### config.mk
export PLATFORM = sky130hd
export DESIGN_NAME = sqrt_uns_seq
export DESIGN_NICKNAME = d
export VERILOG_FILES = /design/src/rtl/sqrt_uns_seq.sv
export SDC_FILE = /design/constraint.sdc
export NUM_CORES = 1
export LEC_CHECK = 0
export CAP_MARGIN = 20
export CORE_AREA = 5 5 91 85
export DETAILED_ROUTE_END_ITERATION = 10
export DIE_AREA = 0 0 96 90
export SLEW_MARGIN = 20
export SYNTH_ARGS = -nofsm -noshare
export SYNTH_HDL_FRONTEND = slang
export SYNTH_SLANG_ARGS = --single-unit
### constraint.sdc
create_clock -name clk_i -period 2.2 [get_ports clk_i]
set_input_delay 0.33 -clock clk_i [delete_from_list [all_inputs] [get_ports clk_i]]
set_output_delay 0.33 -clock clk_i [all_outputs]
set_load 0.01 [all_outputs]
### src/rtl/sqrt_uns_seq.sv
// sqrt_uns_seq: sequential unsigned integer square root.
//
// Computes Q = floor(sqrt(X)) and R = X - Q*Q by restoring digit recurrence.
// One operation is in flight at a time, with a valid/ready handshake on each side.
//
// Build option:
//   SQRT_UNS_RADIX4_EN - when defined, two root bits are retired per cycle
//                        (width must be a multiple of 4). Results are identical;
//                        only the latency halves.
//
// Ports:
//   clk_i        rising-edge clock
//   rst_ni       asynchronous active-low reset
//   in_valid_i   operand valid
//   in_ready_o   unit idle and able to accept an operand (decoded from state only)
//   X_i          unsigned radicand, width bits
//   out_valid_o  result valid
//   out_ready_i  consumer accepts the result
//   Q_o          root, width/2 bits
//   R_o          remainder, width/2+1 bits (at most 2Q)
module sqrt_uns_seq #(
  parameter int width = 16
) (
  input  logic               clk_i,
  input  logic               rst_ni,
  input  logic               in_valid_i,
  output logic               in_ready_o,
  input  logic [width-1:0]   X_i,
  output logic               out_valid_o,
  input  logic               out_ready_i,
  output logic [width/2-1:0] Q_o,
  output logic [width/2:0]   R_o
);

  localparam int H = width / 2;
`ifdef SQRT_UNS_RADIX4_EN
  localparam int ITERS = width / 4;
`else
  localparam int ITERS = H;
`endif
  localparam int CNT_W = (ITERS > 1) ? $clog2(ITERS) : 1;
  localparam logic [CNT_W-1:0] CNT_LOAD = CNT_W'(ITERS - 1);

  if ((width % 2) != 0 || width < 4) begin : g_bad_width
    $error("sqrt_uns_seq: width must be even and >= 4");
  end
`ifdef SQRT_UNS_RADIX4_EN
  if ((width % 4) != 0) begin : g_bad_width_r4
    $error("sqrt_uns_seq: width must be a multiple of 4 in radix-4 mode");
  end
`endif

  typedef enum logic [1:0] {
    IDLE = 2'd0,
    BUSY = 2'd1,
    DONE = 2'd2
  } state_e;

  state_e           state_q, state_d;
  logic [width-1:0] x_q, x_d;
  logic [H-1:0]     q_q, q_d;
  logic [H:0]       r_q, r_d;
  logic [CNT_W-1:0] cnt_q, cnt_d;

  // One restoring iteration; result packed as {q_new, r_new}.
  // Before any iteration the partial root has at most H-1 significant bits
  // and r <= 2q < 2^H, so r' = 4r+3 fits in H+2 bits and r'-t fits in H+1.
  function automatic logic [2*H:0] sqrt_step(input logic [H-1:0] q,
                                             input logic [H:0]   r,
                                             input logic [1:0]   bits);
    logic [H+2:0] r_sh;
    logic [H+2:0] t;
    logic [H:0]   r_new;
    logic [H-1:0] q_new;
    r_sh = {r, bits};
    t    = {1'b0, q, 2'b01};
    if (r_sh >= t) begin
      r_new = r_sh[H:0] - t[H:0];
      q_new = {q[H-2:0], 1'b1};
    end else begin
      r_new = r_sh[H:0];
      q_new = {q[H-2:0], 1'b0};
    end
    return {q_new, r_new};
  endfunction

  logic [2*H:0] step1;
`ifdef SQRT_UNS_RADIX4_EN
  logic [2*H:0] step2;
`endif

  always_comb begin
    state_d = state_q;
    x_d     = x_q;
    q_d     = q_q;
    r_d     = r_q;
    cnt_d   = cnt_q;
    step1   = sqrt_step(q_q, r_q, x_q[width-1 -: 2]);
`ifdef SQRT_UNS_RADIX4_EN
    step2   = sqrt_step(step1[2*H:H+1], step1[H:0], x_q[width-3 -: 2]);
`endif
    case (state_q)
      IDLE: begin
        if (in_valid_i) begin
          x_d     = X_i;
          q_d     = '0;
          r_d     = '0;
          cnt_d   = CNT_LOAD;
          state_d = BUSY;
        end
      end
      BUSY: begin
`ifdef SQRT_UNS_RADIX4_EN
        {q_d, r_d} = step2;
        x_d        = {x_q[width-5:0], 4'b0000};
`else
        {q_d, r_d} = step1;
        x_d        = {x_q[width-3:0], 2'b00};
`endif
        cnt_d = cnt_q - CNT_W'(1);
        if (cnt_q == '0) begin
          state_d = DONE;
        end
      end
      DONE: begin
        if (out_ready_i) begin
          state_d = IDLE;
        end
      end
      default: state_d = IDLE;
    endcase
  end

  // Register stage: FSM state, operand shift register, partial root/remainder.
  always_ff @(posedge clk_i or negedge rst_ni) begin
    if (!rst_ni) begin
      state_q <= IDLE;
      x_q     <= '0;
      q_q     <= '0;
      r_q     <= '0;
      cnt_q   <= '0;
    end else begin
      state_q <= state_d;
      x_q     <= x_d;
      q_q     <= q_d;
      r_q     <= r_d;
      cnt_q   <= cnt_d;
    end
  end

  assign in_ready_o  = (state_q == IDLE);
  assign out_valid_o = (state_q == DONE);
  assign Q_o         = q_q;
  assign R_o         = r_q;

endmodule
==> insert_results.sql, run 1 <==
INSERT INTO impl_metrics (metric_group, metric, value, unit) VALUES
('grt', 'grt_pass1_vias', '1996', ''),
('cts', 'clkTransAtPathRegs', '0.08', 'ns'),
('cells_and_area', 'finish.instance_area', '2930', 'um^2'),
('grt', 'global_route.overflow_total', '0', ''),
('critical_path', 'timing.critical_path.from', 'Q_o[2]$_DFFE_PN0P_', ''),
('cells_and_area', 'area.sequential', '951', 'um^2'),
('run_status', 'run_status', 'complete, no violations', ''),
('sta', 'max_slew_headroom_at_the_worst_pin', '60.6', '%'),
('grt', 'grt_first_pass_wirelength', '9880', 'um'),
('cells_and_area', 'drive_above_1_share', '15.7', '%'),
('cts', 'postCtsSetupBuffers', '0', ''),
('floorplan', 'design.die.area', '8640', 'um^2'),
('floorplan', 'floorplan_core_area', '6750', 'um^2'),
('critical_path', 'r2r_end', 'R_o[3]$_DFFE_PN0P_', ''),
('placement', 'placement.io_buffers', '38', ''),
('sta', 'final_hold_viol_count', '0', ''),
('sta', 'totalNegativeSetupSlack', '0', 'ns'),
('yosys', 'synth_seq_area_share', '42.3', '%'),
('sta', 'max_freq', '485', 'MHz'),
('yosys', 'synthCells', '237', ''),
('cells_and_area', 'fillCellCount', '701', ''),
('route', 'detail_route.first_pass.iterations', '4', ''),
('floorplan', 'floorplan.initialDensity', '33.3', '%'),
('yosys', 'yosys.cell_types.count', '49', ''),
('floorplan', 'io_pins', '39', ''),
('cells_and_area', 'design.final.nets', '317', ''),
('grt', 'pin_count_of_the_biggest_net_entering_global_routing', '18', ''),
('yosys', 'synth_enable_flop_cells', '0', ''),
('route', 'via_per_inst', '5.13', ''),
('grt', 'grt_antenna_before_repair', '0', ''),
('cts', 'tritoncts_buffer_count', '5', ''),
('critical_path', 'cp_max_fo', '5', ''),
('min_path', 'min_path_type', 'in2async', ''),
('cts', 'cts.htree.levels', '2', ''),
('placement', 'dp_hpwl', '4420', 'um'),
('cts', 'clockBufferDepth', '2', ''),
('cells_and_area', 'multi_input_gate_area', '1190', 'um^2'),
('floorplan', 'floorplan.rows', '29', ''),
('route', 'detailroute.via_count', '1944', ''),
('cells_and_area', 'most_frequent_cells_in_the_layout', 'dfrtp_1 (38), nand2_1 (37), clkdlybuf4s50_1 (37)', ''),
('cells_and_area', 'layout_overhead_on_the_synthesized_area', '30.3', '%'),
('sta', 'min_period_over_period', '93.7', '%'),
('cts', 'clock_insertion_delay_worst_skew', '0.29', 'ns'),
('placement', 'gp_routability_congestion', '0.871', ''),
('critical_path', 'minimum_setup_slack_among_reg_to_reg_paths', '0.14', 'ns'),
('critical_path', 'r2r.worst_path.cells', '7', ''),
('yosys', 'async_set_reset_flop_share_out_of_synthesis', '100', '%'),
('yosys', 'syn_nets', '269', ''),
('critical_path', 'launching_element_type_of_the_critical_path', 'register', ''),
('critical_path', 'worst_ep_arrival_time', '2.22', 'ns'),
('critical_path', 'timing.setup.critical_path_class', 'reg2reg', ''),
('sta', 'final_max_slew_viol_count', '0', ''),
('placement', 'post_dp_cell_area', '2800', 'um^2'),
('route', 'post_route_wl', '5830', 'um'),
('pwr', 'cellInternalPower', '2.87', 'mW'),
('route', 'drc', '0', ''),
('sta', 'unrepaired_setup_endpoints_after_global_routing', 'false', ''),
('pwr', 'power.switching_fraction', '45.1', '%'),
('sta', 'worst_slew_pin_slew', '0.590', 'ns'),
('critical_path', 'timing.rr.start', 'Q_o[2]$_DFFE_PN0P_', ''),
('pwr', 'clockPowerShare', '9.9', '%'),
('cells_and_area', 'mostFrequentLayoutCell', 'dfrtp_1', ''),
('sta', 'setup_viol_count_final', '0', ''),
('critical_path', 'worst_ep_required_time', '2.36', 'ns'),
('yosys', 'yosys_register_bits', '38', ''),
('cells_and_area', 'antenna_cells_inserted', '0', ''),
('cts', 'cts_sinks', '38', ''),
('grt', 'grt_usage', '14.1', '%'),
('pwr', 'switching_power', '2.35', 'mW'),
('pwr', 'ir_worst_vdd', '0.631', 'mV'),
('yosys', 'synth_area', '2250', 'um^2');
## sequential cells by signal, indices dropped and copies added, names as in the netlist
| name | flops |
|---|---|
| x_q | 16 |
| state_q | 2 |
| cnt_q | 3 |
| R_o | 9 |
| Q_o | 8 |
## through the flow
stage | std cells | hold slack (ns) | setup WS, ns
finish | 379 | 0.413 | 0.140
global route | 379 | 0.442 | 0.0289
CTS | 379 | 0.410 | 0.00774
detailed placement | 370 | 0.188 | 0.0274
global placement | 370 | 0.187 | 0.151
floorplan | 237 | 0.0344 | 0.187
## final cells by class
class                           instances  area share, %
Tap cell                               93           3.97
Clock buffer                            6           2.82
Multi-Input combinational cell        167           40.6
Timing Repair Buffer                   56           17.5
Sequential cell                        38           32.5
Clock inverter                          2          0.427
Inverter                               17           2.18
## cells by family after synthesis
| group | count (synthesis) | share of synthesized area (%) |
|---|---|---|
| AOI/OAI and AO/OA | 80 | 27.4 |
| and+or+nand+nor | 70 | 15.5 |
| DFF | 38 | 42.3 |
| buffers and inverters | 32 | 6.23 |
| adders and majority gates | 12 | 6.67 |
| xor gates and xnor gates | 4 | 1.56 |
| muxes | 1 | 0.445 |
## worst max-delay path by stage
stage / slack (ns) / endpoint / cells after the start
6_report: 0.14 / R_o[3]$_DFFE_PN0P_ / 7
5_1_grt: 0.03 / R_o[8]$_DFFE_PN0P_ / 7
4_1_cts: 0.008 / R_o[6]$_DFFE_PN0P_ / 7
3_5_place_dp: 0.03 / R_o[6]$_DFFE_PN0P_ / 7
3_3_place_gp: 0.15 / R_o[6]$_DFFE_PN0P_ / 7
2_1_floorplan: 0.19 / R_o[6]$_DFFE_PN0P_ / 8
## power groups by stage
| stage | clock network (mW) | logic (mW) | registers [mW] |
|---|---|---|---|
| after floorplan | 0 | 2.31 | 1.28 |
| after global placement | 0 | 3.29 | 1.29 |
| after detailed placement | 0 | 3.33 | 1.30 |
| after CTS | 0.529 | 3.35 | 1.29 |
| after global routing | 0.556 | 3.77 | 1.34 |
| final | 0.516 | 3.41 | 1.29 |
## routing by layer
layer,up-vias,routed length [um],GRT usage (%)
li1,956,-,-
met1,937,2810,19.8
met2,49,2760,22.4
met3,2,239,3.26
met4,0,14,1.90
met5,-,0,0
## Yosys cell counts (3+ instances only)
library cell / instances / area share [%]
inv_1: 17 / 2.8
nand4_1: 4 / 1.1
nor2b_1: 4 / 1.1
nor3_1: 6 / 1.3
o21ai_1: 13 / 2.9
dfrtp_1: 38 / 42
nand2_1: 37 / 6.2
o21ai_0: 16 / 3.6
a22oi_1: 16 / 5.3
xnor2_1: 3 / 1.2
o311ai_2: 5 / 3.6
ha_1: 12 / 6.7
clkbuf_1: 10 / 1.7
a21oi_1: 6 / 1.3
nor2_1: 6 / 1.0
nand2b_1: 3 / 0.83
## repair_timing
| action | in CTS | in global routing |
|---|---|---|
| hold buffers | 1 | 0 |
| gates resized for setup | 0 | 4 |
| setup endpoints to repair | 0 | 9 |
| hold endpoints to repair | 7 | 0 |
## worst max-delay path, stage by stage (launching register included)
cell and delay (ns):
dfrtp_1 0.38, inv_1 0.07, ha_1 0.38, a211oi_2 0.27
o21bai_2 0.15, o21ba_2 0.28, nor2_2 0.27, o311ai_2 0.14
(Power assumes the default switching activity.)
==> run 2, diff against run 1 <==
CELL_PAD_IN_SITES_DETAIL_PLACEMENT = 1   (was unset)
CELL_PAD_IN_SITES_GLOBAL_PLACEMENT = 2   (was unset)
CORE_AREA = 5 5 74 110   (was 5 5 91 85)
DIE_AREA = 0 0 79 115   (was 0 0 96 90)
PLACE_DENSITY_LB_ADDON = 0.1   (was unset)
==> run 2 against run 1 <==
  * Setup slack got worse by 0.0072 ns
  * Non-clock buffer count grew 3
  * Combinational power rose by 4%
  * Sequential power down 4%
  * Fmax is 0.35% lower
  * Die area up 5.2%
  * First-iteration DRC count shrank 41%
  * Critical path type unchanged
==> insert_results.sql, run 2 (synthesized netlist as in run 1, its figures left out) <==
INSERT INTO impl_metrics (metric_group, metric, value, unit) VALUES
('critical_path', 'crit_cells', '8', ''),
('critical_path', 'critical_path.cell_chain', 'inv_1, ha_1, a21o_1, nand2_1, o311a_1, buf_4, nand2_1, a221o_1', ''),
('cts', 'cts_sinks', '38', ''),
('cells_and_area', 'largest_reg_flops', '16', ''),
('route', 'via_per_inst', '5.32', ''),
('critical_path', 'slowest_stage', 'dfrtp_1', ''),
('pwr', 'ir_worst_vdd', '0.690', 'mV'),
('route', 'post_route_wl', '6460', 'um'),
('critical_path', 'launching_element_type_of_the_critical_path', 'register', ''),
('critical_path', 'worst_ep_required_time', '2.38', 'ns'),
('critical_path', 'slowest_delay', '0.38', 'ns'),
('sta', 'final_max_slew_viol_count', '0', ''),
('critical_path', 'r2r.worst_path.cells', '8', ''),
('cts', 'tritoncts_buffer_count', '5', ''),
('grt', 'grt_antenna_before_repair', '0', ''),
('placement', 'dp_hpwl', '4990', 'um'),
('cells_and_area', 'design.final.nets', '320', ''),
('sta', 'clk_skew', '0.00702', 'ns'),
('grt', 'grt_pass1_vias', '2083', ''),
('job', 'cap_violations', '0', ''),
('floorplan', 'floorplan_core_area', '7080', 'um^2'),
('cts', 'cts.htree.levels', '2', ''),
('route', 'wl_met3', '217', 'um'),
('critical_path', 'setup.worst_path.end_class', 'register', ''),
('sta', 'unrepaired_setup_endpoints_after_global_routing', 'false', ''),
('critical_path', 'timing.setup.critical_path_class', 'reg2reg', ''),
('cts', 'clkTransAtPathRegs', '0.08', 'ns'),
('cts', 'cts-hold-fix-buffers', '0', ''),
('cells_and_area', 'fillCellCount', '795', ''),
('route', 'drc', '0', ''),
('cells_and_area', 'multi_input_gate_area', '1200', 'um^2'),
('run_status', 'run_status', 'complete, no violations', ''),
('route', 'route.layer.met1.wl', '2590', 'um'),
('cells_and_area', 'layout_overhead_on_the_synthesized_area', '33.0', '%'),
('grt', 'pin_count_of_the_biggest_net_entering_global_routing', '23', ''),
('min_path', 'min_path_type', 'in2async', ''),
('pwr', 'power_leakage', '1.25', 'nW'),
('route', 'wl_met2', '3450', 'um'),
('cells_and_area', 'most_frequent_cells_in_the_layout', 'dfrtp_1 (38), nand2_1 (37), clkdlybuf4s50_1 (37)', ''),
('cells_and_area', 'antenna_cells_inserted', '0', ''),
('cells_and_area', 'max_flop_register', 'x_q', ''),
('sta', 'max_freq', '484', 'MHz'),
('route', 'drt-wirelength-per-cell', '17.5', 'um'),
('cells_and_area', 'area.sequential', '951', 'um^2'),
('critical_path', 'most_repeated_library_cell_on_the_critical_path', 'nand2_1', ''),
('sta', 'max_slew_headroom_at_the_worst_pin', '47.8', '%'),
('route', 'detailroute.via_count', '1964', ''),
('cts', 'clock_insertion_delay_worst_skew', '0.30', 'ns'),
('route', 'maxUsedRoutingLayer', 'met4', ''),
('sta', 'final_hold_viol_count', '0', ''),
('cells_and_area', 'mostFrequentLayoutCell', 'dfrtp_1', ''),
('cts', 'cts_tree', 'yes', ''),
('grt', 'grt_usage', '15.2', '%'),
('floorplan', 'floorplan.initialDensity', '31.8', '%'),
('cells_and_area', 'drive_above_1_share', '17.6', '%'),
('cells_and_area', 'finish.utilization', '42.2', '%'),
('route', 'route.antenna.remaining_nets', '0', ''),
('sta', 'final_period_minus_worst_setup_slack', '2.07', 'ns'),
('floorplan', 'design.die.area', '9090', 'um^2'),
('sta', 'setup_viol_count_final', '0', ''),
('floorplan', 'io_pins', '39', ''),
('cts', 'clk_root_buffer_cell', 'clkbuf_8', ''),
('critical_path', 'worst_ep_arrival_time', '2.25', 'ns'),
('critical_path', 'worst-path-buf-inv', '2', ''),
('placement', 'gp_routability_congestion', '0.812', ''),
('floorplan', 'die_w', '79', 'um'),
('sta', 'worst_slew_pin_slew', '0.782', 'ns'),
('floorplan', 'floorplan.die.height', '115', 'um'),
('grt', 'grt_first_pass_wirelength', '10700', 'um'),
('cts', 'clockBufferDepth', '2', ''),
('placement', 'placement.io_buffers', '38', ''),
('critical_path', 'cp_max_fo', '7', ''),
('sta', 'totalNegativeSetupSlack', '0', 'ns'),
('floorplan', 'floorplan.rows', '38', ''),
('grt', 'global_route.overflow_total', '0', ''),
('critical_path', 'timing.critical_path.max_delay_family', 'compound AO/OA/AOI/OAI gates', ''),
('pwr', 'power.density_cell_area', '1850', 'nW/um^2'),
('route', 'detail_route.first_pass.iterations', '4', ''),
('route', 'drt_iter0_drc', '89', ''),
('sta', 'min_period_over_period', '94.0', '%');
==> run 2: cell types whose count changed in the layout (fill, tap and decap cells not counted), sizes merged <==
cell / previous run / this run
dlygate4sd3: 1 / 0
clkinvlp: 1 / 0
bufinv: 0 / 2
clkinv: 1 / 0
buf: 18 / 22
==> run 2: timing repair <==
item / CTS / global route
setup buffers: 0 / 0
gates resized for setup: 0 / 8
endpoints found under the setup margin: 0 / 9
==> run 2: metrics by stage <==
stage / instances / setup slack, ns / total power [mW] / hold WS, ns / instance area (um^2)
2_1_floorplan: 237 / 0.187 / 3.59 / 0.0344 / 2250
3_3_place_gp: 361 / 0.0958 / 4.72 / 0.353 / 2810
3_5_place_dp: 361 / 0.0569 / 4.75 / 0.344 / 2810
4_1_cts: 369 / 0.0312 / 5.53 / 0.0185 / 2950
5_1_grt: 369 / 0.0132 / 6.02 / 0.0452 / 2990
6_report: 369 / 0.133 / 5.53 / 0.00981 / 2990
==> run 2: final timing paths <==
| kind | start | slack, ns | to |
|---|---|---|---|
| max | Q_o[6]$_DFFE_PN0P_ | 0.13 | R_o[6]$_DFFE_PN0P_ |
| min | rst_ni | 0.01 | x_q[3]$_DFFE_PN0P_ |
| max reg2reg | Q_o[6]$_DFFE_PN0P_ | 0.13 | R_o[6]$_DFFE_PN0P_ |
| min reg2reg | x_q[3]$_DFFE_PN0P_ | 0.49 | x_q[3]$_DFFE_PN0P_ |
| max in group asynchronous | rst_ni | 1.63 | R_o[1]$_DFFE_PN0P_ |
| min in group clk_i | x_q[3]$_DFFE_PN0P_ | 0.49 | x_q[3]$_DFFE_PN0P_ |
==> run 2: final cells by class <==
type / instances / share of cell area [%]
flip-flops and latches: 38 / 31.8
clock inverters: 2 / 2.01
multi-input cells: 167 / 40.2
repair buffers: 59 / 17.8
well taps: 80 / 3.34
clock buffers: 6 / 2.76
inverters: 17 / 2.13
==> run 2: power by group <==
part | total (mW) | switching (mW) | leakage [nW] | internal [mW]
Sequential | 1.24 | 0.220 | 0.479 | 1.02
Clock | 0.747 | 0.263 | 0.0714 | 0.484
Combinational | 3.54 | 1.89 | 0.704 | 1.65
Total | 5.53 | 2.37 | 1.25 | 3.16
==> run 2: metal layers <==
| metal | global-route usage, % | up-vias |
|---|---|---|
| li1 | - | 952 |
| met3 | 2.35 | 11 |
| met2 | 27.3 | 37 |
| met4 | 7.68 | 0 |
| met5 | 0 | - |
| met1 | 17.2 | 964 |
